File: config.mk
export PLATFORM = sky130hd
export DESIGN_NAME = crc_stream_engine_flat
export DESIGN_NICKNAME = d
export VERILOG_FILES = /design/src/rtl/crc_pkg.sv /design/src/rtl/crc_stream_engine_if.sv /design/src/rtl/crc_step.sv /design/src/rtl/crc_stream_engine.sv /design/src/flat_wrapper.sv
export SDC_FILE = /design/constraint.sdc
export NUM_CORES = 1
export LEC_CHECK = 0
export CORE_MARGIN = 4
export CORE_UTILIZATION = 50
export DETAILED_ROUTE_END_ITERATION = 7
export HOLD_SLACK_MARGIN = 0.03
export PLACE_DENSITY_LB_ADDON = 0.12
export SYNTH_ARGS = -nofsm -noshare
export SYNTH_HDL_FRONTEND = slang
export SYNTH_SLANG_ARGS = --single-unit
File: constraint.sdc
create_clock -name clk -period 4 [get_ports clk]
set_clock_uncertainty 0.15 [all_clocks]
set_input_delay 0.8 -clock clk [delete_from_list [all_inputs] [get_ports clk]]
set_output_delay 0.8 -clock clk [all_outputs]
set_load 0.005 [all_outputs]
File: src/rtl/crc_pkg.sv
// Shared definitions for the streaming CRC engine: FSM encoding, mode values
// and the polynomial sanity check.
package crc_pkg;

  typedef enum logic [1:0] {
    ST_IDLE   = 2'd0,
    ST_ACCEPT = 2'd1,
    ST_SHIFT  = 2'd2,
    ST_DONE   = 2'd3
  } state_e;

  localparam logic MODE_GEN   = 1'b0;
  localparam logic MODE_CHECK = 1'b1;

  // A usable generator needs both the x^CRC_W term and the constant term.
  function automatic logic poly_valid(input logic top_bit, input logic const_bit);
    return top_bit & const_bit;
  endfunction

endpackage

File: src/rtl/crc_stream_engine_if.sv
// Input beat stream into the CRC engine.
// A beat transfers on a rising clk edge where in_valid && in_ready are both
// high; the source must hold in_valid/in_data/in_last stable until then.
interface crc_stream_engine_if #(
  parameter int DATA_W = 8
);
  logic              in_valid;
  logic              in_ready;
  logic [DATA_W-1:0] in_data;
  logic              in_last;

  modport master (output in_valid, output in_data, output in_last, input in_ready);
  modport slave  (input in_valid, input in_data, input in_last, output in_ready);
endinterface

File: src/rtl/crc_step.sv
// Combinational CRC advance over BPC message bits, MSB (bits[BPC-1]) first.
module crc_step #(
  parameter int CRC_W = 4,
  parameter int BPC   = 1
) (
  input  logic [CRC_W-1:0] crc_in,
  input  logic [BPC-1:0]   bits,
  input  logic [CRC_W-1:0] poly,
  output logic [CRC_W-1:0] crc_out
);

  logic [CRC_W-1:0] c;
  logic             fb;

  always_comb begin
    c  = crc_in;
    fb = 1'b0;
    for (int i = BPC - 1; i >= 0; i--) begin
      fb = c[CRC_W-1] ^ bits[i];
      c  = (c << 1) ^ (fb ? poly : '0);
    end
    crc_out = c;
  end

endmodule

File: src/rtl/crc_stream_engine.sv
// Framed CRC generator/checker: accepts DATA_W-bit beats, folds BPC bits per
// clock into a remainder against a runtime polynomial, reports once per frame.
module crc_stream_engine
  import crc_pkg::*;
#(
  parameter int CRC_W  = 4,
  parameter int DATA_W = 8,
  parameter int BPC    = 1
) (
  input  logic                clk,
  input  logic                reset,
  input  logic                start,
  input  logic                mode,
  input  logic [CRC_W:0]      G,
  crc_stream_engine_if.slave  str,
  output logic                busy,
  output logic                done,
  output logic [CRC_W-1:0]    crc_out,
  output logic                error,
  output logic                cfg_err,
  output state_e              dbg_state
);

  localparam int BEATS = DATA_W / BPC;
  localparam int CNT_W = $clog2(BEATS + 1);

  if (DATA_W % BPC != 0) begin : g_bpc_check
    $error("crc_stream_engine: DATA_W must be a multiple of BPC");
  end

  state_e            state_q, state_d;
  logic              mode_q, mode_d;
  logic [CRC_W-1:0]  poly_q, poly_d;
  logic [CRC_W-1:0]  crc_q, crc_d;
  logic [DATA_W-1:0] sh_q, sh_d;
  logic [CNT_W-1:0]  cnt_q, cnt_d;
  logic              last_q, last_d;
  logic [CRC_W-1:0]  crc_out_q, crc_out_d;
  logic              error_q, error_d;
  logic              cfg_err_q, cfg_err_d;
  logic [CRC_W-1:0]  step_crc;

  crc_step #(.CRC_W(CRC_W), .BPC(BPC)) u_step (
    .crc_in  (crc_q),
    .bits    (sh_q[DATA_W-1 -: BPC]),
    .poly    (poly_q),
    .crc_out (step_crc)
  );

  always_comb begin
    state_d   = state_q;
    mode_d    = mode_q;
    poly_d    = poly_q;
    crc_d     = crc_q;
    sh_d      = sh_q;
    cnt_d     = cnt_q;
    last_d    = last_q;
    crc_out_d = crc_out_q;
    error_d   = error_q;
    cfg_err_d = cfg_err_q;
    unique case (state_q)
      ST_IDLE: begin
        if (start) begin
          mode_d    = mode;
          poly_d    = G[CRC_W-1:0];
          crc_d     = '0;
          crc_out_d = '0;
          error_d   = 1'b0;
          cfg_err_d = 1'b0;
          if (!poly_valid(G[CRC_W], G[0])) begin
            cfg_err_d = 1'b1;
            state_d   = ST_DONE;
          end else begin
            state_d   = ST_ACCEPT;
          end
        end
      end
      ST_ACCEPT: begin
        if (str.in_valid) begin
          sh_d    = str.in_data;
          last_d  = str.in_last;
          cnt_d   = CNT_W'(BEATS);
          state_d = ST_SHIFT;
        end
      end
      ST_SHIFT: begin
        crc_d = step_crc;
        sh_d  = sh_q << BPC;
        cnt_d = cnt_q - 1'b1;
        if (cnt_q == CNT_W'(1)) begin
          // Results are registered on entry to DONE so they are valid with done.
          if (last_q) begin
            state_d   = ST_DONE;
            crc_out_d = step_crc;
            error_d   = (mode_q == MODE_CHECK) && (step_crc != '0);
          end else begin
            state_d   = ST_ACCEPT;
          end
        end
      end
      ST_DONE: begin
        state_d = ST_IDLE;
      end
      default: state_d = ST_IDLE;
    endcase
  end

  always_ff @(posedge clk) begin
    if (reset) begin
      state_q   <= ST_IDLE;
      mode_q    <= MODE_GEN;
      poly_q    <= '0;
      crc_q     <= '0;
      sh_q      <= '0;
      cnt_q     <= '0;
      last_q    <= 1'b0;
      crc_out_q <= '0;
      error_q   <= 1'b0;
      cfg_err_q <= 1'b0;
    end else begin
      state_q   <= state_d;
      mode_q    <= mode_d;
      poly_q    <= poly_d;
      crc_q     <= crc_d;
      sh_q      <= sh_d;
      cnt_q     <= cnt_d;
      last_q    <= last_d;
      crc_out_q <= crc_out_d;
      error_q   <= error_d;
      cfg_err_q <= cfg_err_d;
    end
  end

  assign str.in_ready = (state_q == ST_ACCEPT);
  assign busy         = (state_q != ST_IDLE);
  assign done         = (state_q == ST_DONE);
  assign crc_out      = crc_out_q;
  assign error        = error_q;
  assign cfg_err      = cfg_err_q;
  assign dbg_state    = state_q;

endmodule
File: src/flat_wrapper.sv
// flat-port wrapper written by rule: the top's interface ports become plain ports
module crc_stream_engine_flat import crc_pkg::*;
#(
  parameter int CRC_W  = 4,
  parameter int DATA_W = 8,
  parameter int BPC    = 1
)
  (clk, reset, start, mode, G, busy, done, crc_out, error, cfg_err, dbg_state, str_in_valid, str_in_data, str_in_last, str_in_ready);
  crc_stream_engine_if #(.DATA_W(DATA_W)) str_i ();
  input  logic clk;
  input  logic reset;
  input  logic start;
  input  logic mode;
  input  logic [CRC_W:0] G;
  output logic busy;
  output logic done;
  output logic [CRC_W-1:0] crc_out;
  output logic error;
  output logic cfg_err;
  output state_e dbg_state;
  input wire logic [$bits(str_i.in_valid)-1:0] str_in_valid;
  input wire logic [$bits(str_i.in_data)-1:0] str_in_data;
  input wire logic [$bits(str_i.in_last)-1:0] str_in_last;
  output wire logic [$bits(str_i.in_ready)-1:0] str_in_ready;
  assign str_i.in_valid = str_in_valid;
  assign str_i.in_data = str_in_data;
  assign str_i.in_last = str_in_last;
  assign str_in_ready = str_i.in_ready;
  crc_stream_engine #(.CRC_W(CRC_W), .DATA_W(DATA_W), .BPC(BPC)) u_core (.clk(clk), .reset(reset), .start(start), .mode(mode), .G(G), .str(str_i), .busy(busy), .done(done), .crc_out(crc_out), .error(error), .cfg_err(cfg_err), .dbg_state(dbg_state));
endmodule
Word level (Yosys, flattened, before mapping)
Index checks and enable logic that the tools add are counted. Widths: inputs -> output; s select.

Register bits: 30. Input port bits: 19. Output and inout port bits: 11. Word-level logic and storage cells: 55.

Add/subtract/negate cells: 1. Eq/ne operators: 8. Mux-type cells: 21. Bitwise gates (word level): 3. Reductions and logical operators: 12.

Operator list (count): $pmux 4 s2 (3); $mux 4 (5); $pmux 8 s2 (1); $mux 2 (5); $mux 8 (1); $pmux 2 s4 (1); $reduce_and 2->1 (4); $reduce_bool 2->1 (3); $eq 2x2->1 const B (2); $eq 4x1->1 const B (1); $mux 1 (4); $ne 2x1->1 const B (2); $ne 2x2->1 const B (2); $reduce_and 4->1 (1); $reduce_bool 4->1 (1); $sub 4x1->4 const B (1); $xor 4x4->4 (1); $reduce_and 3->1 (1); $eq 2x1->1 const B (1); $logic_not 2->1 (1); $pmux 1 s2 (1); $and 1x1->1 (1); $logic_and 1x1->1 (1); $xor 1x1->1 (1).

Depth between registers and ports, before layout
Gate-level depths: netlist (run 1).

Depth after elaboration: 8. Depth in mapped cells: 7. Mapped depth without buffers: 6.

By module
A second synthesis (run 1) with hierarchy kept.

Cell total of the unflattened synthesis: 150. Area total of the unflattened synthesis: 1320.0 µm².

By module, submodules not included: crc_stream_engine (times used 1, cells an instance 142, area an instance 1266.2 µm², sequential area each 600.6 µm²); crc_step (times used 1, cells an instance 8, area an instance 53.8 µm², sequential area each 0.0 µm²).

Least setup slack after synthesis (run 1)
Ideal clock, no wire load.

Path type: in2reg. From: input port start. To: register u_core.crc_out_q[0] (netlist: u_core.crc_out[0]). Setup time: 0.063 ns. Data arrival time: 1.946 ns. Data required time: 3.787 ns. Path slack: 1.841 ns. Cell stages on the path: 6. Buffers on the path: 2. Cell sequence: or3b_4 -> buf_6 -> a22o_1 -> buf_6 -> mux2_4 -> nor2_2.

Word-level cells in the longest chain between the ends: 2.

Ends and longest elaborated chain: from (decl) (RTL line flat_wrapper.sv:12) `input logic start;`; $ne 2x2->1 (no line); $reduce_and 4->1 (no line); to (signal assigned) (RTL line crc_stream_engine.sv:128) `crc_out_q <= crc_out_d;`; to (decl) (RTL line crc_stream_engine.sv:38) `logic [CRC_W-1:0] crc_out_q, crc_out_d;`.

Every way passes these cells. A chain may end at the register's enable or synchronous reset.

Worst setup path after layout (run 1)
From: register u_core.state_q[0] (netlist: u_core.dbg_state[0]). To: output port str_in_ready.

Word-level cells in the longest chain between the ends: 1.

Ends and longest elaborated chain: from (decl) (RTL line crc_stream_engine.sv:31) `state_e state_q, state_d;`; from (signal assigned) (RTL line crc_stream_engine.sv:121) `state_q <= state_d;`; $eq 2x1->1 (RTL line crc_stream_engine.sv:134) `assign str.in_ready = (state_q == ST_ACCEPT);`; to (decl) (RTL line flat_wrapper.sv:24) `output wire logic [$bits(str_i.in_ready)-1:0] str_in_ready;`.

Every way passes these cells.

==> results of run 1 <==
## cell families (layout without fill, tap and decap cells)
group           after synthesis  count (layout)  share of synthesized area [%]
fa+ha+maj                     2               2                           1.76
compound gates               48              48                           20.7
xor+xnor                      3               3                           1.84
buf+inv                      15              43                           5.53
flops                        30              30                           42.1
mux                           2               2                           1.76
simple gates                 69              69                           26.3
## cells in the mapped netlist, types with 2 or more instances
cell type   n
o31ai_1     3
nand3b_1    6
a21oi_1    23
nor2_1     14
o21ai_0     5
dfxtp_1    30
nand2_1    23
xnor2_1     2
buf_6       3
a21boi_0    2
nor3_1      4
inv_1       4
or3b_4      2
nand3_1     3
nor3b_1     5
ha_1        2
clkbuf_1    8
a22oi_1     7
a221oi_1    2
## path summary, 6_finish.rpt
check	endpoint	slack [ns]	cells past startpoint
max	str_in_ready	1.47	2
min	u_core.mode_q	0.31	2
min reg2reg	u_core.mode_q	0.31	2
max reg2reg	u_core.crc_out[0]	1.71	4
## metrics by stage
| step | utilization [%] | area (µm²) |
|---|---|---|
| final | 64.6 | 1770 |
| after global routing | 64.6 | 1770 |
| after CTS | 64.6 | 1770 |
| after detailed placement | 62.4 | 1710 |
| after floorplan | - | 1430 |
| after global placement | 62.4 | 1710 |
## state kept, by name, summed over array words and instances, names as in the netlist
name and flops:
u_core.cfg_err 1, u_core.cnt_q 4, u_core.crc_out 4, u_core.crc_q 4
u_core.dbg_state 2, u_core.error 1, u_core.last_q 1, u_core.mode_q 1
u_core.poly_q 4, u_core.sh_q 8
## metal layers
| metal | wire length [µm] | vias up |
|---|---|---|
| li1 | - | 652 |
| met1 | 1440 | 604 |
| met2 | 1630 | 33 |
| met3 | 165 | 4 |
| met4 | 34 | 0 |
| met5 | 0 | - |
## cell type report
| cell class | instances | area share [%] |
|---|---|---|
| Sequential cell | 30 | 34.0 |
| Tap cell | 31 | 2.20 |
| Inverter | 4 | 0.850 |
| Clock inverter | 1 | 0.283 |
| Timing Repair Buffer | 31 | 17.3 |
| Multi-Input combinational cell | 124 | 42.2 |
| Clock buffer | 7 | 3.12 |
## critical path, stage by stage, from the launching register on
cell and delay, ns:
dfxtp_1 0.54, and2b_2 0.21, clkdlybuf4s50_1 0.49
## where the power goes
part | switching (mW) | internal (mW) | total [mW]
clock | 0.104 | 0.0851 | 0.190
combinational | 0.0894 | 0.0892 | 0.179
sequential | 0.0298 | 0.324 | 0.354
total | 0.224 | 0.498 | 0.722
==> run summary, run 1 <==
Status: finished clean
Residual DRC: 0
Post_cts resized: 0
Largest net degree at the start of global routing: 35
Diode count: 0
Least-Margin Pin Slew: 0.768 ns
PortBufs: 29
Clock tree buffer depth: 2
Worst hold start: u_core.mode_q
Reg-to-Reg Start: u_core.dbg_state[1]
Commonest non-fill, non-tap cells in the layout: 30 x dfxtp_1, 29 x clkdlybuf4s50_1, 23 x a21oi_1, 23 x nand2_1, 14 x nor2_1
CP required: 3.05 ns
Number of hold violations in the final report: 0
Initial antenna violation count: 0
Place WS: 1.29 ns
CP max FO: 13
Row count: 19
Number of antenna-violating nets in the routed design: 0
Grt ovf: 0
Final setup TNS: 0 ns
Via count: 1293
F_max: 395 MHz
CTS tree: built
Max-cap violations: 0
Post-Layout Cell Count: 228
Count of final setup violators: 0
Post-synthesis cell count: 169
Final setup margin: 1.47 ns
Total CTS buffers: 5
Largest area contributor in the netlist: dfxtp_1
Clock Latency Late Sink: 0.33 ns
CTS root buf: clkbuf_4
Global-route wire length before repair: 5430 µm
Hold WS: 0.307 ns
Post-synth EDFFs: 0
Sequential fraction of the synthesis area: 42.1%
Fin nets: 217
VDD IR max: 0.000296 V
HPWL reported at the end of detailed placement: 2300 µm
Synth unique cells: 40
HP Class: reg -> reg
Crit path DAT: 1.58 ns
Vias in the first global route: 1209
Routed wire length: 3260 µm
# IOs: 30
Main synth FF type: dfxtp_1
Max transition margin: 48.6%
Met1 Usage GRT: 22.9%
Total Power: 0.722 mW
Multi-input gate area: 746 µm²
Clock sinks: 30
Global Route Usage Sum: 19.9%
Crit path from: u_core.dbg_state[0]
Iter 0 DRT Violations: 60
Lkg Pwr: 0.617 nW
Die Area: 0.00377 mm²
Clk pin slew, worst setup/hold paths: 0.10 ns
Die Wd: 61.4 µm
Global placer's final weighted congestion: 0.768
FF+latch area: 601 µm²
Drt via density: 5.67
Fillers: 257
Critical path launch point type: flop
Unrepaired setup endpoints after global routing: no
Ys async rst share: 0%
Max-slew violation count: 0
Synth top area cells: dfxtp_1 42%, a21oi_1 8.1%, nand2_1 6.1%, a22oi_1 3.7%, nor2_1 3.7%
First-pass DRT Iterations: 4
Syn-to-layout area delta: 23.9%
Yosys reg bits: 30
Cts hold-fix bufs: 0
Cell Pwr Density: 409 mW/mm²
Yosys warns: 0
Fraction of layout cells with a size suffix above 1: 9.64%
Met3 Usage GRT: 8.18%
Minimum clock period: 2.53 ns
H-Tree Depth: 2
Most Crowded Layer GR: met2
Cells after DPL: 220
Mean post-synth cell area: 8.43 µm²
Period utilization: 63.3%
Post-DR wirelength/cell: 14.3 µm
Critical path type: reg -> out
Setup crit end kind: output port
# Post-CTS Setup Buffers: 0
Core area: 0.00273 mm²
Synth Cell Area: 0.00143 mm²
Post-Syn Nets: 190
Met2 Usage GRT: 33.4%
Yosys top cell area share: 42.1%
Die Span Y: 61.4 µm
Initial core utilization: 52.1%
Commonest non-fill, non-tap cell in the layout: dfxtp_1
Note: power is estimated with default switching activity, not from simulation.
==> inputs of run 2 (changes only) <==
Settings changed: CORE_UTILIZATION 50 to 45.
Clock period 4 ns to 2.2 ns, I/O delays scaled along.
==> run summary, run 2 (synthesized netlist as in run 1, its figures left out) <==
Status: finished clean
Internal power: 0.929 mW (+87%)
H-Tree Depth: 2 (unchanged)
Residual DRC: 0 (unchanged)
HPWL reported at the end of detailed placement: 2260 µm (-1.9%)
Syn-to-layout area delta: 27.8%
# Post-CTS Setup Buffers: 0 (unchanged)
Grt ovf: 0 (unchanged)
HP Class: reg -> reg
Diode count: 0 (unchanged)
CTS tree: built
Global-route wire length before repair: 5370 µm (-1.1%)
F_max: 485 MHz
Clock sinks: 30 (unchanged)
PortBufs: 29 (unchanged)
Clock tree buffer depth: 2 (unchanged)
Crit path DAT: 1.47 ns (-0.11 ns)
First-pass DRT Iterations: 4 (unchanged)
Largest net degree at the start of global routing: 34 (-2.9%)
Final setup TNS: 0 ns (unchanged)
Die Wd: 64.3 µm (+4.7%)
Max-slew violation count: 0 (unchanged)
Least-Margin Pin Slew: 0.430 ns (-0.337 ns)
Met2 wire length: 1460 µm (-10%)
Total CTS buffers: 5 (unchanged)
Clock power frac: 25.4% (-0.9 points)
# IOs: 30 (unchanged)
Lkg Pwr: 0.642 nW (+4.0%)
Max transition margin: 71.1% (+23 points)
Wl on met1: 1510 µm (+4.8%)
Iter 0 DRT Violations: 91 (+52%)
Switching power: 0.404 mW (+81%)
CP required: 1.61 ns (-1.44 ns)
Row count: 20 (+1)
Largest register FFs: 8 (unchanged)
Drt via density: 5.29 (-6.7%)
Core area: 0.00305 mm² (+12%)
Critical path launch point type: flop
Max layer used: met4
Count of final setup violators: 0 (unchanged)
Setup crit end kind: output port
Minimum clock period: 2.06 ns
Critical path type: reg -> out
Sequential share of power: 48.2% (-0.8 points)
Fin nets: 222 (+2.3%)
Sw frac: 30.3% (-0.68 points)
Die Area: 0.00413 mm² (+9.6%)
Fraction of layout cells with a size suffix above 1: 12.9% (+3.2 points)
Vias in the first global route: 1280 (+5.9%)
Routed wire length: 3150 µm (-3.4%)
Clock Latency Late Sink: 0.33 ns (about the same)
Post-DR wirelength/cell: 12.8 µm (-10%)
Post_cts resized: 2 (+2)
Unrepaired setup endpoints after global routing: no
Initial core utilization: 46.7% (-5.4 points)
Biggest register: u_core.sh_q
Cts hold-fix bufs: 0 (unchanged)
Comb power frac: 26.3% (+1.6 points)
Initial antenna violation count: 0 (unchanged)
Number of hold violations in the final report: 0 (unchanged)
CTS root buf: clkbuf_4
Placed inst area: 0.00176 mm² (+3.2%)
Die Span Y: 64.3 µm (+4.7%)
Global placer's final weighted congestion: 0.716 (-6.7%)
Design Area, Final: 0.00182 mm² (+3.2%)
Max-cap violations: 0 (unchanged)
Number of antenna-violating nets in the routed design: 0 (unchanged)
Commonest non-fill, non-tap cell in the layout: clkdlybuf4s50_1
Clk pin slew, worst setup/hold paths: 0.09 ns (about the same)
Cell Pwr Density: 732 mW/mm² (+79%)
Period utilization: 93.7%
Via count: 1301 (+0.62%)
Met3 wire len: 126 µm (-24%)
Commonest non-fill, non-tap cells in the layout: 29 x clkdlybuf4s50_1, 28 x dfxtp_1, 23 x a21oi_1, 23 x nand2_1, 14 x nor2_1
VDD IR max: 0.000368 V (+24%)
CP max FO: 13 (unchanged)
Global Route Usage Sum: 16.4% (-3.5 points)
[run 2: changes by cell type in the layout (fill, tap and decap cells not counted), sizes merged]
cell  delta
buf      +5
[run 2: final cells by class]
class / instances / area [µm²]
timing repair buffer: 36 / 343
multi-input combinational: 124 / 746
sequential: 30 / 603
fill: 306 / 1230
tap: 44 / 55.1
inverter: 4 / 15.0
clock inverter: 1 / 5.00
clock buffer: 7 / 55.1
[run 2: worst paths after layout]
kind	slack (ns)	to	from	cells after the start
worst max-delay path	0.14	str_in_ready	u_core.dbg_state[0]	2
worst min-delay path	0.31	u_core.sh_q[1]	u_core.sh_q[1]	2
worst max register to register	0.37	u_core.crc_out[1]	u_core.cnt_q[0]	5
worst min register to register	0.31	u_core.sh_q[1]	u_core.sh_q[1]	2
[run 2: critical path: stages (launching register included)]
cell             delay, ns
dfxtp_2               0.45
and2b_2               0.19
clkdlybuf4s50_1       0.50
[run 2: layer usage]
metal,track usage (%),vias up
met5,0,-
met4,6.33,0
met3,4.75,8
met2,28.4,27
met1,19.0,609
li1,-,657
[run 2: metrics by stage]
stage | std cells | hold slack, ns | power [mW] | util (%) | worst slack (ns)
after floorplan | 169 | 0.282 | 0.870 | - | 0.372
after global placement | 238 | 0.293 | 0.994 | 57.6 | 0.0590
after detailed placement | 238 | 0.304 | 1.01 | 57.6 | 0.0433
after CTS | 246 | 0.319 | 1.35 | 59.7 | 0.116
after global routing | 246 | 0.336 | 1.42 | 59.7 | 0.0640
final | 246 | 0.313 | 1.33 | 59.7 | 0.139
[run 2: power groups by stage]
stage | clock (mW) | combinational [mW] | sequential, mW
2_1_floorplan | 0 | 0.239 | 0.631
3_3_place_gp | 0 | 0.344 | 0.650
3_5_place_dp | 0 | 0.352 | 0.655
4_1_cts | 0.349 | 0.356 | 0.645
5_1_grt | 0.377 | 0.391 | 0.655
6_report | 0.339 | 0.351 | 0.643
